===== src/rtl/inst_fetch_if.sv =====
// Fetch-stage bus bundle: byte memory port, decoder lookup, redirect and
// the instruction handshake toward execute.
interface inst_fetch_if;
    logic [15:0] mem_addr;
    logic        mem_rd;
    logic [7:0]  mem_rdata;
    logic [7:0]  dec_opcode;
    logic [1:0]  dec_len;
    logic        redirect;
    logic [15:0] redirect_pc;
    logic        inst_valid;
    logic        inst_ready;
    logic [7:0]  inst_opcode;
    logic [7:0]  inst_op1;
    logic [7:0]  inst_op2;
    logic [1:0]  inst_len;
    logic [15:0] inst_pc;
    logic [15:0] inst_next_pc;

    // The fetch stage drives addresses, decoder opcode and the instruction.
    modport master (
        output mem_addr, mem_rd, dec_opcode,
        output inst_valid, inst_opcode, inst_op1, inst_op2,
        output inst_len, inst_pc, inst_next_pc,
        input  mem_rdata, dec_len, redirect, redirect_pc, inst_ready
    );

    // Memory, decoder and execute side seen from outside the fetch stage.
    modport slave (
        input  mem_addr, mem_rd, dec_opcode,
        input  inst_valid, inst_opcode, inst_op1, inst_op2,
        input  inst_len, inst_pc, inst_next_pc,
        output mem_rdata, dec_len, redirect, redirect_pc, inst_ready
    );
endinterface


===== src/rtl/inst_fetch.sv =====
// 6502 instruction fetch: reads the opcode, asks the decoder for the length,
// reads 0..2 operand bytes and offers the instruction with valid/ready.
// A redirect abandons whatever is in flight and restarts at a new PC.
module inst_fetch #(
    parameter logic [15:0] RESET_PC = 16'h0200
) (
    input  logic          clk,
    input  logic          rst,
    inst_fetch_if.master  bus
);
    typedef enum logic [2:0] {
        S_OP    = 3'd0,
        S_OPW   = 3'd1,
        S_OPR   = 3'd2,
        S_B1W   = 3'd3,
        S_B2W   = 3'd4,
        S_VALID = 3'd5
    } state_t;

    state_t      state_r, state_s;
    logic [15:0] pc_r, pc_s;
    logic [15:0] inst_pc_r, inst_pc_s;
    logic [7:0]  opcode_r, opcode_s;
    logic [7:0]  op1_r, op1_s;
    logic [7:0]  op2_r, op2_s;
    logic [1:0]  len_r, len_s;
    logic        rd_s;
    logic [1:0]  dec_len_s;

    // A decoder length of zero is meaningless; treat it as a 1-byte opcode.
    assign dec_len_s = (bus.dec_len == 2'd0) ? 2'd1 : bus.dec_len;

    // Next-state and datapath updates; redirect overrides everything.
    always_comb begin
        state_s   = state_r;
        pc_s      = pc_r;
        inst_pc_s = inst_pc_r;
        opcode_s  = opcode_r;
        op1_s     = op1_r;
        op2_s     = op2_r;
        len_s     = len_r;
        rd_s      = 1'b0;
        if (bus.redirect) begin
            // Abandon the fetch; any returning data is never latched in S_OP.
            pc_s    = bus.redirect_pc;
            state_s = S_OP;
        end else begin
            case (state_r)
                S_OP: begin
                    rd_s      = 1'b1;
                    inst_pc_s = pc_r;
                    pc_s      = pc_r + 16'd1;
                    state_s   = S_OPW;
                end
                S_OPW: begin
                    opcode_s = bus.mem_rdata;
                    op1_s    = 8'h00;
                    op2_s    = 8'h00;
                    state_s  = S_OPR;
                end
                S_OPR: begin
                    len_s = dec_len_s;
                    if (dec_len_s != 2'd1) begin
                        rd_s    = 1'b1;
                        pc_s    = pc_r + 16'd1;
                        state_s = S_B1W;
                    end else begin
                        state_s = S_VALID;
                    end
                end
                S_B1W: begin
                    op1_s = bus.mem_rdata;
                    if (len_r == 2'd3) begin
                        rd_s    = 1'b1;
                        pc_s    = pc_r + 16'd1;
                        state_s = S_B2W;
                    end else begin
                        state_s = S_VALID;
                    end
                end
                S_B2W: begin
                    op2_s   = bus.mem_rdata;
                    state_s = S_VALID;
                end
                S_VALID: begin
                    // Accepting cycle doubles as the next opcode read.
                    if (bus.inst_ready) begin
                        rd_s      = 1'b1;
                        inst_pc_s = pc_r;
                        pc_s      = pc_r + 16'd1;
                        state_s   = S_OPW;
                    end else begin
                        state_s = S_VALID;
                    end
                end
                default: begin
                    state_s = S_OP;
                end
            endcase
        end
    end

    // State and instruction registers with synchronous reset.
    always_ff @(posedge clk) begin
        if (rst) begin
            state_r   <= S_OP;
            pc_r      <= RESET_PC;
            inst_pc_r <= 16'h0000;
            opcode_r  <= 8'h00;
            op1_r     <= 8'h00;
            op2_r     <= 8'h00;
            len_r     <= 2'd1;
        end else begin
            state_r   <= state_s;
            pc_r      <= pc_s;
            inst_pc_r <= inst_pc_s;
            opcode_r  <= opcode_s;
            op1_r     <= op1_s;
            op2_r     <= op2_s;
            len_r     <= len_s;
        end
    end

    assign bus.mem_addr     = pc_r;
    assign bus.mem_rd       = rd_s & ~rst;
    assign bus.dec_opcode   = opcode_r;
    assign bus.inst_valid   = (state_r == S_VALID);
    assign bus.inst_opcode  = opcode_r;
    assign bus.inst_op1     = op1_r;
    assign bus.inst_op2     = op2_r;
    assign bus.inst_len     = len_r;
    assign bus.inst_pc      = inst_pc_r;
    assign bus.inst_next_pc = inst_pc_r + {14'd0, len_r};
endmodule


===== src/flat_wrapper.sv =====
// flat-port wrapper written by rule: the top's interface ports become plain ports
module inst_fetch_flat 
#(
    parameter logic [15:0] RESET_PC = 16'h0200
)
  (clk, rst, bus_mem_addr, bus_mem_rd, bus_dec_opcode, bus_inst_valid, bus_inst_opcode, bus_inst_op1, bus_inst_op2, bus_inst_len, bus_inst_pc, bus_inst_next_pc, bus_mem_rdata, bus_dec_len, bus_redirect, bus_redirect_pc, bus_inst_ready);
  inst_fetch_if bus_i ();
  input  logic clk;
  input  logic rst;
  output wire logic [$bits(bus_i.mem_addr)-1:0] bus_mem_addr;
  output wire logic [$bits(bus_i.mem_rd)-1:0] bus_mem_rd;
  output wire logic [$bits(bus_i.dec_opcode)-1:0] bus_dec_opcode;
  output wire logic [$bits(bus_i.inst_valid)-1:0] bus_inst_valid;
  output wire logic [$bits(bus_i.inst_opcode)-1:0] bus_inst_opcode;
  output wire logic [$bits(bus_i.inst_op1)-1:0] bus_inst_op1;
  output wire logic [$bits(bus_i.inst_op2)-1:0] bus_inst_op2;
  output wire logic [$bits(bus_i.inst_len)-1:0] bus_inst_len;
  output wire logic [$bits(bus_i.inst_pc)-1:0] bus_inst_pc;
  output wire logic [$bits(bus_i.inst_next_pc)-1:0] bus_inst_next_pc;
  input wire logic [$bits(bus_i.mem_rdata)-1:0] bus_mem_rdata;
  input wire logic [$bits(bus_i.dec_len)-1:0] bus_dec_len;
  input wire logic [$bits(bus_i.redirect)-1:0] bus_redirect;
  input wire logic [$bits(bus_i.redirect_pc)-1:0] bus_redirect_pc;
  input wire logic [$bits(bus_i.inst_ready)-1:0] bus_inst_ready;
  assign bus_mem_addr = bus_i.mem_addr;
  assign bus_mem_rd = bus_i.mem_rd;
  assign bus_dec_opcode = bus_i.dec_opcode;
  assign bus_inst_valid = bus_i.inst_valid;
  assign bus_inst_opcode = bus_i.inst_opcode;
  assign bus_inst_op1 = bus_i.inst_op1;
  assign bus_inst_op2 = bus_i.inst_op2;
  assign bus_inst_len = bus_i.inst_len;
  assign bus_inst_pc = bus_i.inst_pc;
  assign bus_inst_next_pc = bus_i.inst_next_pc;
  assign bus_i.mem_rdata = bus_mem_rdata;
  assign bus_i.dec_len = bus_dec_len;
  assign bus_i.redirect = bus_redirect;
  assign bus_i.redirect_pc = bus_redirect_pc;
  assign bus_i.inst_ready = bus_inst_ready;
  inst_fetch #(.RESET_PC(RESET_PC)) u_core (.clk(clk), .rst(rst), .bus(bus_i));
endmodule

===== config.mk =====
export PLATFORM = sky130hd
export DESIGN_NAME = inst_fetch_flat
export DESIGN_NICKNAME = d
export VERILOG_FILES = /design/src/rtl/inst_fetch_if.sv /design/src/rtl/inst_fetch.sv /design/src/flat_wrapper.sv
export SDC_FILE = /design/constraint.sdc
export NUM_CORES = 1
export LEC_CHECK = 0
export BUFFER_PORTS_ARGS = -buffer_cell sky130_fd_sc_hd__clkbuf_2
export CAP_MARGIN = 40
export CELL_PAD_IN_SITES_DETAIL_PLACEMENT = 0
export CELL_PAD_IN_SITES_GLOBAL_PLACEMENT = 2
export CORE_MARGIN = 5
export CORE_UTILIZATION = 27
export CTS_BUF_LIST = sky130_fd_sc_hd__clkbuf_16
export DETAILED_ROUTE_END_ITERATION = 16
export PLACE_DENSITY = 0.84
export SETUP_SLACK_MARGIN = 0.1
export SYNTH_ARGS = -nofsm -noshare
export SYNTH_HDL_FRONTEND = slang
export SYNTH_SLANG_ARGS = --single-unit

===== constraint.sdc =====
create_clock -name clk -period 1.97 [get_ports clk]
set_input_delay 0.0985 -clock clk [delete_from_list [all_inputs] [get_ports clk]]
set_output_delay 0.0985 -clock clk [all_outputs]
set_load 0.1 [all_outputs]

# Word-level counts from Yosys, hierarchy flattened
# Cells that the tools add are included.
# W data, S select, Z words.
[op_classes]
bitwise_logic = 3
n_mux = 19
n_lt_le_gt_ge = 0
multipliers = 0
div_mod_pow = 0
n_addsub = 2
n_reduce_logical = 13
n_eq_ne = 11
shifts = 0
[op_table]
columns = ["op", "count"]
rows = [
  ["$mux W16", 5],
  ["$pmux W16 S4", 1],
  ["$pmux W16 S2", 1],
  ["$pmux W8 S2", 2],
  ["$pmux W3 S6", 1],
  ["$add A16 B1 Y16 const B", 1],
  ["$add A16 B2 Y16", 1],
  ["$reduce_and A2 Y1", 4],
  ["$eq A3 B2 Y1 const B", 2],
  ["$eq A3 B3 Y1 const B", 2],
  ["$mux W3", 2],
  ["$ne A3 B2 Y1 const B", 2],
  ["$reduce_bool A2 Y1", 3],
  ["$mux W1", 5],
  ["$reduce_bool A5 Y1", 1],
  ["$ne A2 B1 Y1 const B", 2],
  ["$pmux W1 S4", 1],
  ["$reduce_and A4 Y1", 1],
  ["$eq A3 B1 Y1 const B", 1],
  ["$logic_not A3 Y1", 1],
  ["$ne A3 B1 Y1 const B", 1],
  ["$reduce_and A3 Y1", 1],
  ["$eq A2 B2 Y1 const B", 1],
  ["$logic_not A2 Y1", 1],
  ["other kinds (4)", 5],
]
[word_totals]
latch_bits = 0
in_bits = 30
ff_bits = 61
mem_bits_ro = 0
ramBits = 0
wordCells = 55
memories = 0

# Logic depth before layout (Yosys ltp)
# Gate-level depths: netlist of run 1.
[depth]
depth_word = 7
ltp_mapped = 7
ltp_nobuf = 7

# Least setup slack after synthesis of run 1
# OpenSTA, ideal clock, no wires.
[synth_timing]
path_kind = "register to output"
startpoint = "register u_core.len_r[0] (netlist: u_core.bus.inst_len[0])"
endpoint = "output bus_inst_next_pc[12]"
stages_incl_launch_ff = 8
t_arrival_ps = 4021
path_slack_ps = -2150
cell_sequence = "dfxtp_1 -> ha_1 -> inv_1 -> fa_1 -> or2_2 -> nor3_1 -> nand2_1 -> xnor2_1"
[synth_between]
elab_chain_cells = 1
[synth_lines]
columns = ["element", "line", "rtl"]
rows = [
  ["start, declared", "inst_fetch.sv:26", "logic [1:0] len_r, len_s;"],
  ["start signal, assigned", "inst_fetch.sv:120", "len_r <= len_s;"],
  ["$add A16 B2 Y16", "inst_fetch.sv:133", "assign bus.inst_next_pc = inst_pc_r + {14'd0, len_r};"],
  ["end, declared", "flat_wrapper.sv:19", "output wire logic [$bits(bus_i.inst_next_pc)-1:0] bus_inst_next_pc;"],
]
# No other way between the ends.

# Final worst setup path of run 1
[layout_timing]
startpoint = "register u_core.len_r[0] (netlist: u_core.bus.inst_len[0])"
endpoint = "output bus_inst_next_pc[10]"
# The elaborated chain is that of the path after synthesis.

==> results of run 1 <==
-- worst max-delay path: cells and delay by family (launching register included) --
| kind | cells | cell delay, ns |
|---|---|---|
| adders and majority gates | 2 | 0.48 |
| DFF | 1 | 0.36 |
| and+or+nand+nor | 3 | 0.56 |
| xor gates and xnor gates | 1 | 0.25 |
| buffers and inverters | 2 | 0.22 |
-- power by group --
| group | internal [mW] | switching, mW | total (mW) |
|---|---|---|---|
| combinational | 0.247 | 0.713 | 0.960 |
| clock | 0.909 | 0.542 | 1.45 |
| sequential | 1.28 | 0.0932 | 1.37 |
| total | 2.44 | 1.35 | 3.78 |
-- repair_timing --
item,CTS,global route
buffers inserted,3,7
setup endpoints to repair,11,24
hold endpoints to repair,0,0
pin swaps,14,13
resized for setup,16,8
-- worst min path at each step --
| stage | startpoint | to | slack (ns) | depth (start not counted) |
|---|---|---|---|---|
| after floorplan | bus_dec_len[1] | u_core.bus.inst_len[1] | 0.22 | 2 |
| after global placement | bus_redirect_pc[0] | u_core.bus.mem_addr[0] | 0.34 | 3 |
| after detailed placement | bus_redirect_pc[0] | u_core.bus.mem_addr[0] | 0.33 | 3 |
| after CTS | bus_redirect_pc[0] | u_core.bus.mem_addr[0] | 0.0003 | 3 |
| after global routing | bus_mem_rdata[2] | u_core.bus.inst_op2[2] | 0.03 | 2 |
| final | bus_redirect_pc[0] | u_core.bus.mem_addr[0] | 0.01 | 3 |
-- cell type report --
| cell class | count | share of cell area, % |
|---|---|---|
| multi-input combinational | 247 | 40.9 |
| sequential | 61 | 27.0 |
| timing repair buffer | 144 | 21.7 |
| clock buffer | 10 | 5.22 |
| tap | 140 | 3.65 |
| inverter | 12 | 1.02 |
| clock inverter | 6 | 0.574 |
-- stage by stage --
step | hold slack (ns) | worst slack (ns) | cell area (um2) | utilization (%) | setup TNS, ns
floorplan | 0.224 | -0.526 | 3350 | - | -4.78
global placement | 0.341 | 0.00968 | 4310 | 39.6 | 0
detailed placement | 0.334 | -0.0601 | 4310 | 39.6 | -0.0601
CTS | 0.000287 | -0.359 | 4710 | 43.3 | -1.92
global route | 0.0252 | -0.404 | 4800 | 44.1 | -2.22
finish | 0.0121 | -0.316 | 4800 | 44.1 | -1.42
-- synthesized netlist by cell type, types with 3 or more instances --
cell      count
dfxtp_1      61
nor2_1       44
nand2_1      39
a21oi_1      22
mux2i_1      17
xnor2_1      15
inv_1        12
buf_4        11
clkbuf_1     10
a22o_1        8
a22oi_1       8
nand3_1       8
xor2_1        8
o211ai_1      7
and3_1        6
nand4_1       6
nor3_1        6
o21a_1        5
a211oi_1      4
a21o_1        3
buf_6         3
ha_1          3
o21ai_0       3
or2_2         3
-- state kept, by name (all words and copies together) (netlist names) --
register / count
u_core.bus.inst_pc: 16
u_core.bus.inst_op2: 8
u_core.bus.mem_addr: 16
u_core.bus.dec_opcode: 8
u_core.bus.inst_len: 2
u_core.state_r: 3
u_core.bus.inst_op1: 8
-- cells by family (layout without fill, tap and decap cells) --
family	after synthesis	after routing	share of synthesized area [%]
buf+inv	40	172	7.21
compound gates	74	74	17.6
fa+ha+maj	4	4	1.92
flops	61	61	40.7
xor+xnor	23	23	6.71
mux	17	17	5.67
simple gates	129	129	20.3
-- metal layers --
metal	GRT usage [%]	wire [um]
met5	0	0
met4	4.77	101
met3	2.77	357
met2	22.0	4540
met1	19.6	4410
==> impl_metrics.env, run 1 <==
export IMPL_status="finished, violations left"
export IMPL_violations="negative setup slack"
export IMPL_grt_usage_pct=14.1
export IMPL_max_slew_worst_pin_slew_ns=0.729
export IMPL_cap_violations=0
export IMPL_drc=0
export IMPL_synth_edf_count=0
export IMPL_reg2reg_to="u_core.bus.mem_addr[8]"
export IMPL_timing_fmax_mhz=437
export IMPL_die_w_um=115
export IMPL_drtIter0Drc=179
export IMPL_postSynthCellCount=348
export IMPL_crit_type="register to output pin"
export IMPL_max_stage_delay_ns=0.36
export IMPL_syn_area_per_cell_um2=8.63
export IMPL_setup_slack_ns=-0.316
export IMPL_cp_max_fo=4
export IMPL_syn_area_um2=3000
export IMPL_grt_max_degree=30
export IMPL_dp_hpwl_mm=7.22
export IMPL_grt_overflow_total=0
export IMPL_drv_slew=0
export IMPL_netlist_top_cells_area="dfxtp_1, mux2i_1, nor2_1"
export IMPL_worst_hold_path_type="primary input to register"
export IMPL_power_leakage_nw=2.14
export IMPL_firstDrtPassIters=4
export IMPL_clock_latency_ns=0.32
export IMPL_fp_coreArea_um2=10900
export IMPL_clk_pin_slew_worst_paths_ns=0.05
export IMPL_p_total_mw=3.78
export IMPL_ys_flop_type="dfxtp_1"
export IMPL_grt_pass1_vias=2751
export IMPL_final_cell_mix="clkbuf_2, nor2_1, nand2_1"
export IMPL_crit_path_start="u_core.bus.inst_len[0]"
export IMPL_final_setup_viol_count=9
export IMPL_cp_end_kind="output pin"
export IMPL_worst_setup_path_start_kind="register"
export IMPL_multiInputGateArea_um2=1960
export IMPL_cts_root_buf="clkbuf_16"
export IMPL_antenna_left=0
export IMPL_instances_no_fill=620
export IMPL_required_ns=1.87
export IMPL_wire_per_inst_um=15.2
export IMPL_cts_tree="yes"
export IMPL_rr_startpoint="u_core.state_r[2]"
export IMPL_fill_cells=1081
export IMPL_start_util_pct=27.6
export IMPL_area_sequential_um2=1290
export IMPL_synth_top_cell_by_area="dfxtp_1"
export IMPL_synth_top_area_share_pct=40.7
export IMPL_synth_seq_cells=61
export IMPL_slowest_stage="dfxtp_4"
export IMPL_gp_congestion=0.783
export IMPL_slew_headroom_pct=51.4
export IMPL_cts_sinks=61
export IMPL_cts_hold_buffers_added=0
export IMPL_r2r_setup_slack_ns=0.25
export IMPL_ir_drop_mv=0.366
export IMPL_grt_pass1_wl_mm=14.7
export IMPL_drive_above_1_share_pct=47.5
export IMPL_endpoint="bus_inst_next_pc[10]"
export IMPL_cts_max_level=3
export IMPL_diodes=0
export IMPL_ys_types=53
export IMPL_reg2reg_depth=6
export IMPL_yosysSeqAreaShare_pct=40.7
export IMPL_layout_commonest_cell="clkbuf_2"
export IMPL_via_per_inst=4.69
export IMPL_rows=38
export IMPL_syn2layout_area_growth_pct=59.8
export IMPL_final_nets=509
export IMPL_skew_ns=0.00674
export IMPL_dieArea_um2=13300
export IMPL_async_flop_share_pct=0
export IMPL_finalHoldViolCount=0
export IMPL_pin_count=114
export IMPL_power_density_nw_per_um2=789
export IMPL_io_buffer_count=113
export IMPL_fin_crit_sh_pct=116
export IMPL_crit_chain="ha_4 -> inv_2 -> fa_2 -> or2_4 -> nor2_4 -> nand4_1 -> xnor2_4 -> buf_12"
export IMPL_critical_path_arrival_ns=2.19
export IMPL_routed_wl_mm=9.40
export IMPL_antenna_found_initial=0
export IMPL_clockBufferDepth=2
export IMPL_rsz0062_at_grt="yes"
export IMPL_place_inst=594
export IMPL_numCtsBuffers=9
export IMPL_fp_dieH_um=115
export IMPL_synth_nets=382
export IMPL_ys_warn_count=0
export IMPL_fin_crit_ns=2.29
export IMPL_vias=2910
Note: power is estimated with default switching activity, not from simulation.
==> run 2, diff against run 1 <==
- CTS_BUF_LIST: sky130_fd_sc_hd__clkbuf_16 -> not set
==> run 2 against run 1 <==
Against the previous run:
- the flow still finishes with violations (negative setup slack)
- fmax shrank 0.90%
- non-clock buffer count grew 4
- die area is the same
- global-route usage is essentially flat
- worst hold slack gained 0.0037 ns
- combinational power grew 0.6%
- sequential share of layout area grew 0.26 points
- total power shrank 10%
- wire length shrank 0.41%
- critical path depth is the same
- highest routed layer unchanged
==> impl_metrics.env, run 2 (synthesis gave the netlist of run 1 again) <==
export IMPL_dieArea_um2=13300
export IMPL_clock_latency_ns=0.33
export IMPL_power_density_nw_per_um2=713
export IMPL_wire_per_inst_um=15.0
export IMPL_fin_crit_ns=2.31
export IMPL_final_setup_viol_count=10
export IMPL_routed_wl_mm=9.36
export IMPL_critical_path_arrival_ns=2.21
export IMPL_cp_end_kind="output pin"
export IMPL_post_dp_cell_area_um2=4310
export IMPL_diodes=0
export IMPL_setup_slack_ns=-0.337
export IMPL_dp_hpwl_mm=7.22
export IMPL_power_internal_mw=2.10
export IMPL_cp_max_fo=4
export IMPL_place_inst=594
export IMPL_grt_pass1_wl_mm=14.7
export IMPL_grt_max_degree=30
export IMPL_switching_share_pct=38.2
export IMPL_syn2layout_area_growth_pct=58.3
export IMPL_cts_sinks=61
export IMPL_cp_top_family="simple AND/OR/NAND/NOR gates"
export IMPL_crit_type="register to output pin"
export IMPL_timing_fmax_mhz=433
export IMPL_finalHoldViolCount=0
export IMPL_numCtsBuffers=9
export IMPL_fin_util_pct=43.6
export IMPL_seqPwrFrac_pct=40.5
export IMPL_slowest_stage="dfxtp_4"
export IMPL_combPwrFrac_pct=28.5
export IMPL_grt_pass1_vias=2758
export IMPL_skew_ns=0.00963
export IMPL_p_total_mw=3.39
export IMPL_grt_overflow_total=0
export IMPL_fp_coreArea_um2=10900
export IMPL_slew_headroom_pct=50.6
export IMPL_cts_max_level=3
export IMPL_worst_hold_path_type="primary input to register"
export IMPL_fp_dieH_um=115
export IMPL_cts_root_buf="clkbuf_8"
export IMPL_io_buffer_count=113
export IMPL_drtIter0Drc=230
export IMPL_antenna_found_initial=0
export IMPL_violations="negative setup slack"
export IMPL_crit_chain="ha_4 -> inv_2 -> fa_2 -> or2_4 -> nor2_4 -> nand4_1 -> xnor2_4 -> buf_12"
export IMPL_cts_tree="yes"
export IMPL_clockBufferDepth=2
export IMPL_grt_usage_pct=14.1
export IMPL_required_ns=1.87
export IMPL_worst_setup_path_start_kind="register"
export IMPL_instances_no_fill=624
export IMPL_fin_crit_sh_pct=117
export IMPL_cap_violations=0
export IMPL_pin_count=114
export IMPL_rsz0062_at_grt="yes"
export IMPL_max_stage_delay_ns=0.37
export IMPL_max_slew_worst_pin_slew_ns=0.740
export IMPL_final_nets=513
export IMPL_firstDrtPassIters=4
export IMPL_clockPowerShare_pct=31.0
export IMPL_clk_pin_slew_worst_paths_ns=0.07
export IMPL_fin_area_um2=4750
export IMPL_die_w_um=115
export IMPL_drive_above_1_share_pct=47.5
export IMPL_layout_commonest_cell="clkbuf_2"
export IMPL_drc=0
export IMPL_gp_congestion=0.783
export IMPL_vias=2942
export IMPL_status="finished, violations left"
export IMPL_via_per_inst=4.71
export IMPL_drv_slew=0
export IMPL_power_leakage_nw=2.11
export IMPL_p_switching_mw=1.29
export IMPL_final_cell_mix="clkbuf_2, nor2_1, nand2_1"
export IMPL_antenna_left=0
export IMPL_worst_path_buf_inv=2
export IMPL_tns_ns=-1.61
export IMPL_ir_drop_mv=0.259
export IMPL_rows=38
export IMPL_start_util_pct=27.6
[run 2: changes by cell type in the layout (fill, tap and decap cells not counted), sizes merged]
cell,change
clkbuf,+3
dlygate4sd3,+4
clkinv,-1
inv,-2
[run 2: worst reg2reg max path, cell delays in order, from the launching register on]
cell and delay [ns]:
dfxtp_1 0.47, nor2b_4 0.24, a32o_1 0.18, buf_4 0.19
o2111ai_1 0.16, xor2_1 0.17, a211oi_1 0.22
[run 2: final cells by class]
class / count / area [um2]
clock buffer: 13 / 170
clock inverter: 3 / 16.3
fill: 1087 / 6140
inverter: 12 / 48.8
multi-input combinational: 247 / 1970
sequential: 61 / 1290
tap: 140 / 175
timing repair buffer: 148 / 1080
[run 2: repair_timing]
item,CTS,global route
resized for setup,16,9
pin swaps,14,14
setup endpoints to repair,11,27
gates cloned,0,0
buffers inserted,3,7
hold endpoints to repair,6,0
hold buffers,4,0
[run 2: path summary, 6_finish.rpt]
kind,cells after the start,slack [ns],endpoint,start
setup reg to reg,6,0.26,u_core.bus.mem_addr[8],u_core.state_r[2]
setup / recovery,8,-0.34,bus_inst_next_pc[10],u_core.bus.inst_len[0]
hold reg to reg,2,0.48,u_core.bus.dec_opcode[3],u_core.bus.dec_opcode[3]
hold / removal,3,0.02,u_core.bus.mem_addr[10],bus_redirect_pc[10]
[run 2: per-stage QoR]
| stage | setup slack, ns | hold slack, ns |
|---|---|---|
| finish | -0.337 | 0.0158 |
| global route | -0.431 | 0.00263 |
| CTS | -0.383 | 0.00114 |
| detailed placement | -0.0601 | 0.334 |
| global placement | 0.00968 | 0.341 |
| floorplan | -0.526 | 0.224 |
[run 2: metal layers]
metal	vias to the layer above	GRT usage [%]	share of wire (%)	wire [um]
met5	-	0	0	0
li1	1474	-	-	-
met4	0	4.77	0.87	81
met3	6	2.66	3.6	335
met1	1400	19.6	47	4430
met2	62	21.9	48	4520
[run 2: power groups by stage]
| stage | combinational [mW] | sequential [mW] | clock (mW) |
|---|---|---|---|
| floorplan | 0.405 | 1.71 | 0 |
| global placement | 0.944 | 1.39 | 0 |
| detailed placement | 0.948 | 1.40 | 0 |
| CTS | 0.963 | 1.37 | 1.08 |
| global route | 1.01 | 1.38 | 1.14 |
| finish | 0.966 | 1.37 | 1.05 |
==> run 3, diff against run 2 <==
- SETUP_SLACK_MARGIN: 0.1 -> 0.3
- SKIP_LAST_GASP: not set -> 1
==> run 3 against run 2 <==
Against the previous run:
- the flow still finishes with violations (negative setup slack)
- sequential share of layout area decreased by 1.2 points
- global-route usage increased by 0.59 points
- die area unchanged
- final cell count increased by 2.2%
- critical path depth unchanged
- wire length increased by 4.1%
- via count increased by 2.2%
- largest cell class unchanged
- largest power group unchanged
==> impl_metrics.env, run 3 (synthesis gave the netlist of run 1 again) <==
export IMPL_slew_headroom_pct=55.0
export IMPL_layout_commonest_cell="clkbuf_2"
export IMPL_power_density_nw_per_um2=695
export IMPL_antenna_left=0
export IMPL_grt_pass1_wl_mm=15.2
export IMPL_post_place_ws_ns=-0.0149
export IMPL_grt_usage_pct=14.7
export IMPL_wire_per_inst_um=15.3
export IMPL_final_setup_viol_count=11
export IMPL_cts_max_level=3
export IMPL_drtIter0Drc=110
export IMPL_numCtsBuffers=9
export IMPL_final_cell_mix="clkbuf_2, nor2_1, nand2_1"
export IMPL_syn2layout_area_growth_pct=68.2
export IMPL_cts_root_buf="clkbuf_8"
export IMPL_routed_wl_mm=9.74
export IMPL_drive_above_1_share_pct=51.0
export IMPL_finalHoldViolCount=0
export IMPL_holdWs_ns=0.0151
export IMPL_clockPowerShare_pct=32.3
export IMPL_drc=0
export IMPL_diodes=0
export IMPL_cts_sinks=61
export IMPL_skew_ns=0.00984
export IMPL_die_w_um=115
export IMPL_fp_coreArea_um2=10900
export IMPL_tns_ns=-1.83
export IMPL_grt_overflow_total=0
export IMPL_fp_dieH_um=115
export IMPL_io_buffer_count=113
export IMPL_cts_tree="yes"
export IMPL_final_nets=527
export IMPL_p_switching_mw=1.33
export IMPL_antenna_found_initial=0
export IMPL_rows=38
export IMPL_dieArea_um2=13300
export IMPL_combPwrFrac_pct=28.6
export IMPL_area_sequential_um2=1320
export IMPL_r2r_setup_slack_ns=0.10
export IMPL_dp_hpwl_mm=7.23
export IMPL_violations="negative setup slack"
export IMPL_crit_type="register to output pin"
export IMPL_worst_hold_path_type="primary input to register"
export IMPL_required_ns=1.87
export IMPL_fin_crit_ns=2.27
export IMPL_vias=3007
export IMPL_via_per_inst=4.71
export IMPL_fin_crit_sh_pct=115
export IMPL_drv_slew=0
export IMPL_clock_latency_ns=0.35
export IMPL_fin_util_pct=46.4
export IMPL_max_slew_worst_pin_slew_ns=0.675
export IMPL_power_leakage_nw=2.22
export IMPL_multiInputGateArea_um2=2070
export IMPL_cp_max_fo=3
export IMPL_setup_slack_ns=-0.302
export IMPL_power_internal_mw=2.18
export IMPL_cp_end_kind="output pin"
export IMPL_critical_path_arrival_ns=2.17
export IMPL_clockBufferDepth=2
export IMPL_status="finished, violations left"
export IMPL_fill_cells=1045
export IMPL_ir_drop_mv=0.261
export IMPL_seqPwrFrac_pct=39.1
export IMPL_grt_pass1_vias=2964
export IMPL_gp_congestion=0.758
export IMPL_switching_share_pct=37.8
export IMPL_clk_pin_slew_worst_paths_ns=0.07
export IMPL_rsz0062_at_grt="yes"
export IMPL_cap_violations=0
export IMPL_grt_max_degree=31
export IMPL_pin_count=114
export IMPL_timing_fmax_mhz=440
export IMPL_start_util_pct=27.6
export IMPL_worst_setup_path_start_kind="register"
export IMPL_firstDrtPassIters=4
==> run 3: changes by cell type in the layout (fill, tap and decap cells not counted), sizes merged <==
cell         delta
buf             +5
clkinv          +1
and2            +1
dlygate4sd3     +8
inv             -1
==> run 3: per-layer routing <==
metal	track usage (%)	vias up	share of wire (%)	wire length, um
li1	-	1513	-	-
met1	18.7	1428	44	4330
met2	24.7	56	50	4910
met3	2.40	10	3.5	343
met4	6.10	0	1.6	157
met5	0	-	0	0
==> run 3: worst paths after layout <==
| path | to | from | depth (start not counted) |
|---|---|---|---|
| worst min-delay path | u_core.bus.inst_op2[4] | bus_mem_rdata[4] | 2 |
| worst max register to register | u_core.bus.mem_addr[9] | u_core.bus.inst_len[0] | 9 |
| worst min register to register | u_core.bus.dec_opcode[7] | u_core.bus.dec_opcode[7] | 2 |
| worst max-delay path | bus_inst_next_pc[12] | u_core.bus.inst_len[0] | 8 |
==> run 3: worst max-delay path: stages, from the launching register on <==
cell and delay, ns:
dfxtp_4 0.36, ha_4 0.13, inv_2 0.04, fa_2 0.35, or2_4 0.27, nor3_4 0.16
nand2_2 0.12, xnor2_4 0.21, buf_12 0.19
==> run 3: final cells by class <==
cell class	instances	area share, %
well taps	140	3.47
clock inverters	3	0.297
flip-flops and latches	61	26.1
repair buffers	161	24.4
multi-input cells	248	41.0
clock buffers	13	3.77
inverters	12	0.966
==> run 3: what timing repair did <==
action,CTS,global route
buffers inserted,11,6
gates cloned,0,1
endpoints found under the hold margin,12,1
pin swaps,18,22
setup endpoints to repair,27,40
gates resized for setup,42,18
hold buffers,11,1
==> run 3: power groups by stage <==
stage | Combinational [mW] | Sequential [mW] | Clock (mW)
2_1_floorplan | 0.406 | 1.71 | 0
3_3_place_gp | 0.942 | 1.39 | 0
3_5_place_dp | 0.945 | 1.40 | 0
4_1_cts | 0.989 | 1.37 | 1.16
5_1_grt | 1.05 | 1.38 | 1.21
6_report | 1.00 | 1.37 | 1.13
==> run 3: per-stage QoR <==
| step | power, mW | instance area, um2 | instances |
|---|---|---|---|
| 6_report | 3.51 | 5050 | 638 |
| 5_1_grt | 3.64 | 5050 | 638 |
| 4_1_cts | 3.52 | 4910 | 630 |
| 3_5_place_dp | 2.34 | 4320 | 592 |
| 3_3_place_gp | 2.33 | 4320 | 592 |
| 2_1_floorplan | 2.12 | 3390 | 348 |
